**src/rtl/pc_ctrl.sv**
```systemverilog
// Program-counter sequencing controller: issues clear, hold and jump controls to
// the PC and tracks execution cycles with a saturating counter.
module pc_ctrl #(
  parameter int D  = 10,
  parameter int CW = 16
) (
  input  logic          clk,
  input  logic          reset,
  input  logic          start,
  input  logic [2:0]    opcode,
  input  logic          branch_cond,
  input  logic          stall,
  input  logic          halt_req,
  output logic          pcClear,
  output logic          pcHold,
  output logic          jumpEn,
  output logic [2:0]    jumpType,
  output logic          instrValid,
  output logic          busy,
  output logic          done,
  output logic [CW-1:0] cycleCount
);

  localparam logic [2:0] OP_JUMP   = 3'b111;
  localparam logic [2:0] OP_BRANCH = 3'b001;
  localparam logic [2:0] OP_NONE   = 3'b000;

  // D only sizes the PC this block drives; reject meaningless widths at elaboration.
  if (D < 1 || CW < 1) begin : g_param_check
    $error("pc_ctrl: D and CW must be at least 1");
  end

  typedef enum logic [2:0] {
    IDLE,
    CLEAR,
    RUN,
    FLUSH,
    HALT
  } state_t;

  state_t        state_reg;
  state_t        state_next;
  logic [CW-1:0] count_reg;

  always_ff @(posedge clk or posedge reset) begin
    if (reset) begin
      state_reg <= IDLE;
    end else begin
      state_reg <= state_next;
    end
  end

  always_comb begin
    state_next = state_reg;
    pcClear    = 1'b0;
    pcHold     = 1'b1;
    jumpEn     = 1'b0;
    jumpType   = OP_NONE;
    instrValid = 1'b0;
    case (state_reg)
      IDLE: begin
        if (start) state_next = CLEAR;
      end
      CLEAR: begin
        pcClear    = 1'b1;
        state_next = RUN;
      end
      RUN: begin
        if (start) begin
          state_next = CLEAR;
        end else if (stall) begin
          state_next = RUN;
        end else if (halt_req) begin
          // The halt instruction itself commits, but the PC stays on it.
          instrValid = 1'b1;
          state_next = HALT;
        end else if (opcode == OP_JUMP) begin
          jumpEn     = 1'b1;
          jumpType   = OP_JUMP;
          pcHold     = 1'b0;
          instrValid = 1'b1;
          state_next = FLUSH;
        end else if (opcode == OP_BRANCH && branch_cond) begin
          jumpEn     = 1'b1;
          jumpType   = OP_BRANCH;
          pcHold     = 1'b0;
          instrValid = 1'b1;
          state_next = FLUSH;
        end else begin
          pcHold     = 1'b0;
          instrValid = 1'b1;
        end
      end
      FLUSH: begin
        state_next = start ? CLEAR : RUN;
      end
      HALT: begin
        if (start) state_next = CLEAR;
      end
      default: begin
        state_next = IDLE;
      end
    endcase
  end

  // Counts every edge spent in RUN or FLUSH, pinned at all-ones once reached.
  always_ff @(posedge clk or posedge reset) begin
    if (reset) begin
      count_reg <= '0;
    end else if (state_reg == CLEAR) begin
      count_reg <= '0;
    end else if ((state_reg == RUN || state_reg == FLUSH) && count_reg != {CW{1'b1}}) begin
      count_reg <= count_reg + CW'(1);
    end
  end

  assign busy       = (state_reg == CLEAR) || (state_reg == RUN) || (state_reg == FLUSH);
  assign done       = (state_reg == HALT);
  assign cycleCount = count_reg;

endmodule

```
**config.mk**
```make
export PLATFORM = sky130hd
export DESIGN_NAME = pc_ctrl
export DESIGN_NICKNAME = d
export VERILOG_FILES = /design/src/rtl/pc_ctrl.sv
export SDC_FILE = /design/constraint.sdc
export NUM_CORES = 1
export LEC_CHECK = 0
export BUFFER_PORTS_ARGS = -buffer_cell sky130_fd_sc_hd__clkbuf_2
export CAP_MARGIN = 20
export CORE_UTILIZATION = 40
export CTS_BUF_LIST = sky130_fd_sc_hd__clkbuf_8 sky130_fd_sc_hd__clkbuf_16
export CTS_CLUSTER_SIZE = 40
export DETAILED_ROUTE_END_ITERATION = 8
export PLACE_DENSITY_LB_ADDON = 0.1
export SETUP_SLACK_MARGIN = 0.2
export SLEW_MARGIN = 20
export SYNTH_ARGS = -nofsm -noshare
export SYNTH_HDL_FRONTEND = slang
export SYNTH_SLANG_ARGS = --single-unit
export TNS_END_PERCENT = 30
```
**constraint.sdc**
```tcl
create_clock -name clk -period 1.65 [get_ports clk]
set_clock_uncertainty 0.1 [all_clocks]
set_input_delay 0.33 -clock clk [delete_from_list [all_inputs] [get_ports clk]]
set_output_delay 0.33 -clock clk [all_outputs]
set_load 0.01 [all_outputs]
```
# Word level (Yosys, flattened, before mapping)
# Index checks and enable logic that the tools add are counted.
[totals]
rom_bits = 0
in_bits = 9
wordCells = 51
ramBits = 0
n_memories = 0
latch_bits = 0
output_inout_bits = 25
ff_bits = 19
[classes]
bitwise_logic = 0
mux = 30
shift = 0
magnitude_cmp = 0
div = 0
n_addsub = 1
eq_ne = 9
reduce_logical = 9
mul = 0
[op_table]
columns = ["operator", "n"]
rows = [
  ["3-bit 2-to-1 mux", 11],
  ["16-bit 2-to-1 mux", 2],
  ["16-bit by 1-bit adder with 16-bit output (second input constant)", 1],
  ["16-bit != test (second input constant)", 1],
  ["1-bit 2-to-1 mux", 15],
  ["3-bit one-hot mux with 4 select lines", 1],
  ["3-bit by 1-bit equality test with 1-bit output (second input constant)", 2],
  ["3-bit by 2-bit equality test with 1-bit output (second input constant)", 2],
  ["3-bit equality test (second input constant)", 2],
  ["6-bit != test (second input constant)", 1],
  ["3-bit logical NOT", 1],
  ["1-bit logical OR", 3],
  ["1-bit logical AND", 2],
  ["2-bit 2-to-1 mux", 1],
  ["2-bit by 1-bit != test with 1-bit output (second input constant)", 1],
  ["2-bit AND reduction", 1],
  ["2-bit nonzero test", 1],
  ["2-bit OR reduction", 1],
]

# Logic depth before layout (Yosys ltp)
[depth]
depth_word = 8
depth_mapped = 8

# Worst setup path after synthesis
# OpenSTA, ideal clock, no wires.
[synth_timing]
path_type = "reg-to-output"
start = "register state_reg[2]"
end = "output jumpType[2]"
arrival_time_ns = 1.687
required_time_ns = 1.220
path_buffers = 3
stages_incl_launch_ff = 9
setup_slack_ns = -0.467
path_cell_list = "dfrtp_1 > buf_2 > nand2b_1 > clkbuf_1 > nor4_4 > nand2b_1 > inv_1 > and3_1 > buf_4"
[synth_between]
elab_chain_len = 2
[synth_rtl]
columns = ["item", "line_no", "source"]
rows = [
  ["start, declared", "41", "state_t state_reg;"],
  ["start signal, assigned", "49", "state_reg <= state_next;"],
  ["3-bit by 2-bit equality test with 1-bit output", "60", "case (state_reg)"],
  ["3-bit 2-to-1 mux", "60", ""],
  ["end, declared", "17", "output logic [2:0] jumpType,"],
]
# Every way passes these cells.

# Final worst setup path
[layout_timing]
start = "register state_reg[0]"
end = "output jumpType[2]"
# The elaborated chain is that of the path after synthesis.

==> impl_results.md <==
* Initial antenna violation count at 0
* Worst Max-Slew Pin Slew at roughly 0.43 ns
* Startpoint types: flop
* # IOs at 34
* Hold Crit Endpoint: state_reg[2]
* Diode count at 0
* Seq/Total Area, Yosys at between 30% and 40%
* Worst R2R Setup Slack at -0.06 ns
* Layout cells sized above 1 at 57.0%
* Failing checks: DRC, setup timing
* Max-cap violation count at 0
* RSZ-0062 raised after global routing: yes
* Critical path capture point type: output port
* Setup CP Type: flop to output port
* Mapped Avg Cell Area at 8.72 um2
* Worst Min Path Start: halt_req
* 1st-pass router iterations at 6
* Drt via density at approximately 5.4
* Nets@finish at ~230
* Initial core utilization at between 40% and 50%
* Final Setup Violations at 14
* Worst Hold Depth at 3
* Area grow syn2layout at 59.8%
* Register Area at about 500 um2
* Routed WL at 3570 um
* Clk_lat worst skew at about 0.26 ns
* Max-slew headroom at the worst pin at 70.8%
* Number of flip-flops in the largest register at 16
* CTS clk-pin slew, worst paths at 0.08 ns
* GR Overflow Total at 0
* Leak Pwr at just over 0.9 nW
* Worst Path Max Fanout at 2
* Tmin final at roughly 1.9 ns
* Aggregate global-route resource usage at 23.4%
* Fmax at 532 MHz
* Final Hold Fails at 0
* Longest Clk Path Bufs at 2
* Placer Congestion at 0.859
* Crit path required time at about 1.2 ns
* CTS root buf: clkbuf_8
* Ys Warns at 0
* Via Count at around 1300
* Multi-input gate area at about 790 um2
* Dpl ws at -0.0181 ns
* Synthesized cell area at 0.00120 mm2
* Worst Slack Setup Final at -0.229 ns
* Reg2Reg Depth at 6
* Number of DRC markers in iteration 0 at 62
* Std-Cell Rows at 19
* Number of global-route vias before repair at between 1000 and 1500
* Max-slew violations at 0
* Part of the cycle the worst path needs at 114%
* Pin count of the biggest net entering global routing at 20
* WL/cell at roughly 15 um
* Die Height at about 57 um
* Async S/R FF share, synth at between 90% and 100%
* Input/output buffers at 33
* Main synth FF type: dfrtp_1
* Num Clock Sinks at 19
* Crit path DAT at 1.45 ns
* Gate Count Post-Synth at between 100 and 150
* FF-to-FF Start: cycleCount[1]
* Setup TNS at -1.68 ns
* TritonCTS buffer count at 3
* Reg2reg end: cycleCount[5]
* Total power at about 2.3 mW
* CTS tree: done
* ANT nets after route at 0
* Die Wd at 56.9 um
* HPWL Detailed at between 2000 and 2500 um
* Post-route DRC at 11
* Syn nets at roughly 150
* Htree depth at 1
* VDD IR max at ~0.00096 V
* Status: finished, violations left
* Synth unique cells at 35
* Synth Register Bits at 19
* Cell Pwr Density at around 1200 mW/mm2
* Post-synth EDFFs at 0
* HP Class: primary input to flop
* Core area at roughly 0.0028 mm2
* First-pass GRT wire length at 5730 um
* Filler cells at about 230
* Overall die area at 0.00323 mm2
==> area by class of cell <==
class,count,area share [%]
clock inverter,1,0.195
inverter,7,1.37
clock buffer,3,2.15
tap,31,2.02
multi-input combinational,108,40.9
sequential,19,25.6
timing repair buffer,76,27.8
==> report_power, final <==
group	leakage (nW)	total (mW)	internal, mW	switching [mW]
Sequential	0.236	0.647	0.546	0.101
Combinational	0.651	1.35	0.697	0.655
Clock	0.0269	0.334	0.166	0.168
Total	0.913	2.33	1.41	0.924
==> stage by stage <==
| stage | hold slack, ns | cell area, um2 | utilization (%) | std cells |
|---|---|---|---|---|
| final | 0.229 | 1920 | 68.6 | 245 |
| after global routing | 0.282 | 1920 | 68.6 | 245 |
| after CTS | 0.229 | 1770 | 63.2 | 234 |
| after detailed placement | 0.255 | 1630 | 58.0 | 224 |
| after global placement | 0.249 | 1630 | 58.0 | 224 |
| after floorplan | 0.180 | 1280 | - | 138 |
==> how the worst max path moves through the flow <==
stage | end | slack (ns) | depth (start not counted) | from
global placement | jumpType[1] | 0.03 | 6 | state_reg[2]
floorplan | jumpType[2] | -0.42 | 8 | state_reg[2]
global route | jumpType[1] | -0.31 | 5 | state_reg[0]
detailed placement | cycleCount[13] | -0.02 | 5 | cycleCount[2]
finish | jumpType[2] | -0.23 | 5 | state_reg[0]
CTS | jumpType[2] | -0.23 | 5 | state_reg[0]
==> metal layers <==
layer / GRT usage [%] / vias to the layer above / share of wire, %
met5: 0 / - / 0
met4: 11.8 / 0 / 1.7
met3: 2.07 / 4 / 2.5
met2: 40.8 / 25 / 51
met1: 28.6 / 654 / 45
li1: - / 650 / -
==> repair_timing <==
action,4_1_cts,5_1_grt
setup endpoints to repair,24,27
setup buffers,5,10
pin swaps,19,12
hold endpoints to repair,19,0
gates resized for setup,24,24
gates cloned,0,1
hold buffers,1,0
==> cell usage after synthesis (all sizes together) (2+ instances only) <==
library cell	instances	area share, %
nor3	7	2.9
mux2i	3	2.5
nand4	6	3.6
buf	4	2.6
and3	2	1.0
a21oi	7	3.2
nor2	14	4.6
nand3b	2	1.2
nor4	4	5.8
nand2	18	5.6
a22o	2	1.6
inv	7	2.2
nand2b	4	2.1
xor2	2	1.5
nor3b	2	1.2
o21ai	18	7.5
nand3	5	3.1
o211ai	2	1.2
dfrtp	19	40
a31oi	3	1.6
==> worst max-delay path: stages (launching register included) <==
cell and delay, ns:
dfrtp_1 0.41, nor4_4 0.29, nand2b_1 0.12, inv_2 0.08, and3_4 0.17, buf_2 0.12
==> layout by cell type (no fill, tap or decap), drive strengths merged, types with 2 or more instances in the layout <==
cell / count
buf: 49
clkbuf: 29
dfrtp: 19
nand2: 18
o21ai: 18
nor2: 14
inv: 8
a21oi: 7
nor3: 7
nand4: 6
nand3: 5
nor4: 4
nand2b: 4
a31oi: 3
mux2i: 3
nand3b: 2
xor2: 2
o211ai: 2
nor3b: 2
and3: 2
a21bo: 2
a22o: 2
==> cell families (layout without fill, tap and decap cells) <==
| group | count (synthesis) | in the layout | synth area share (%) |
|---|---|---|---|
| adders and majority gates | 1 | 1 | 1.04 |
| muxes | 3 | 3 | 2.49 |
| DFF | 19 | 19 | 39.5 |
| buffers and inverters | 12 | 87 | 5.09 |
| and+or+nand+nor | 65 | 65 | 31.8 |
| AOI/OAI and AO/OA | 36 | 37 | 18.6 |
| xor gates and xnor gates | 2 | 2 | 1.46 |
No activity file was read; power rests on OpenSTA's default activity.
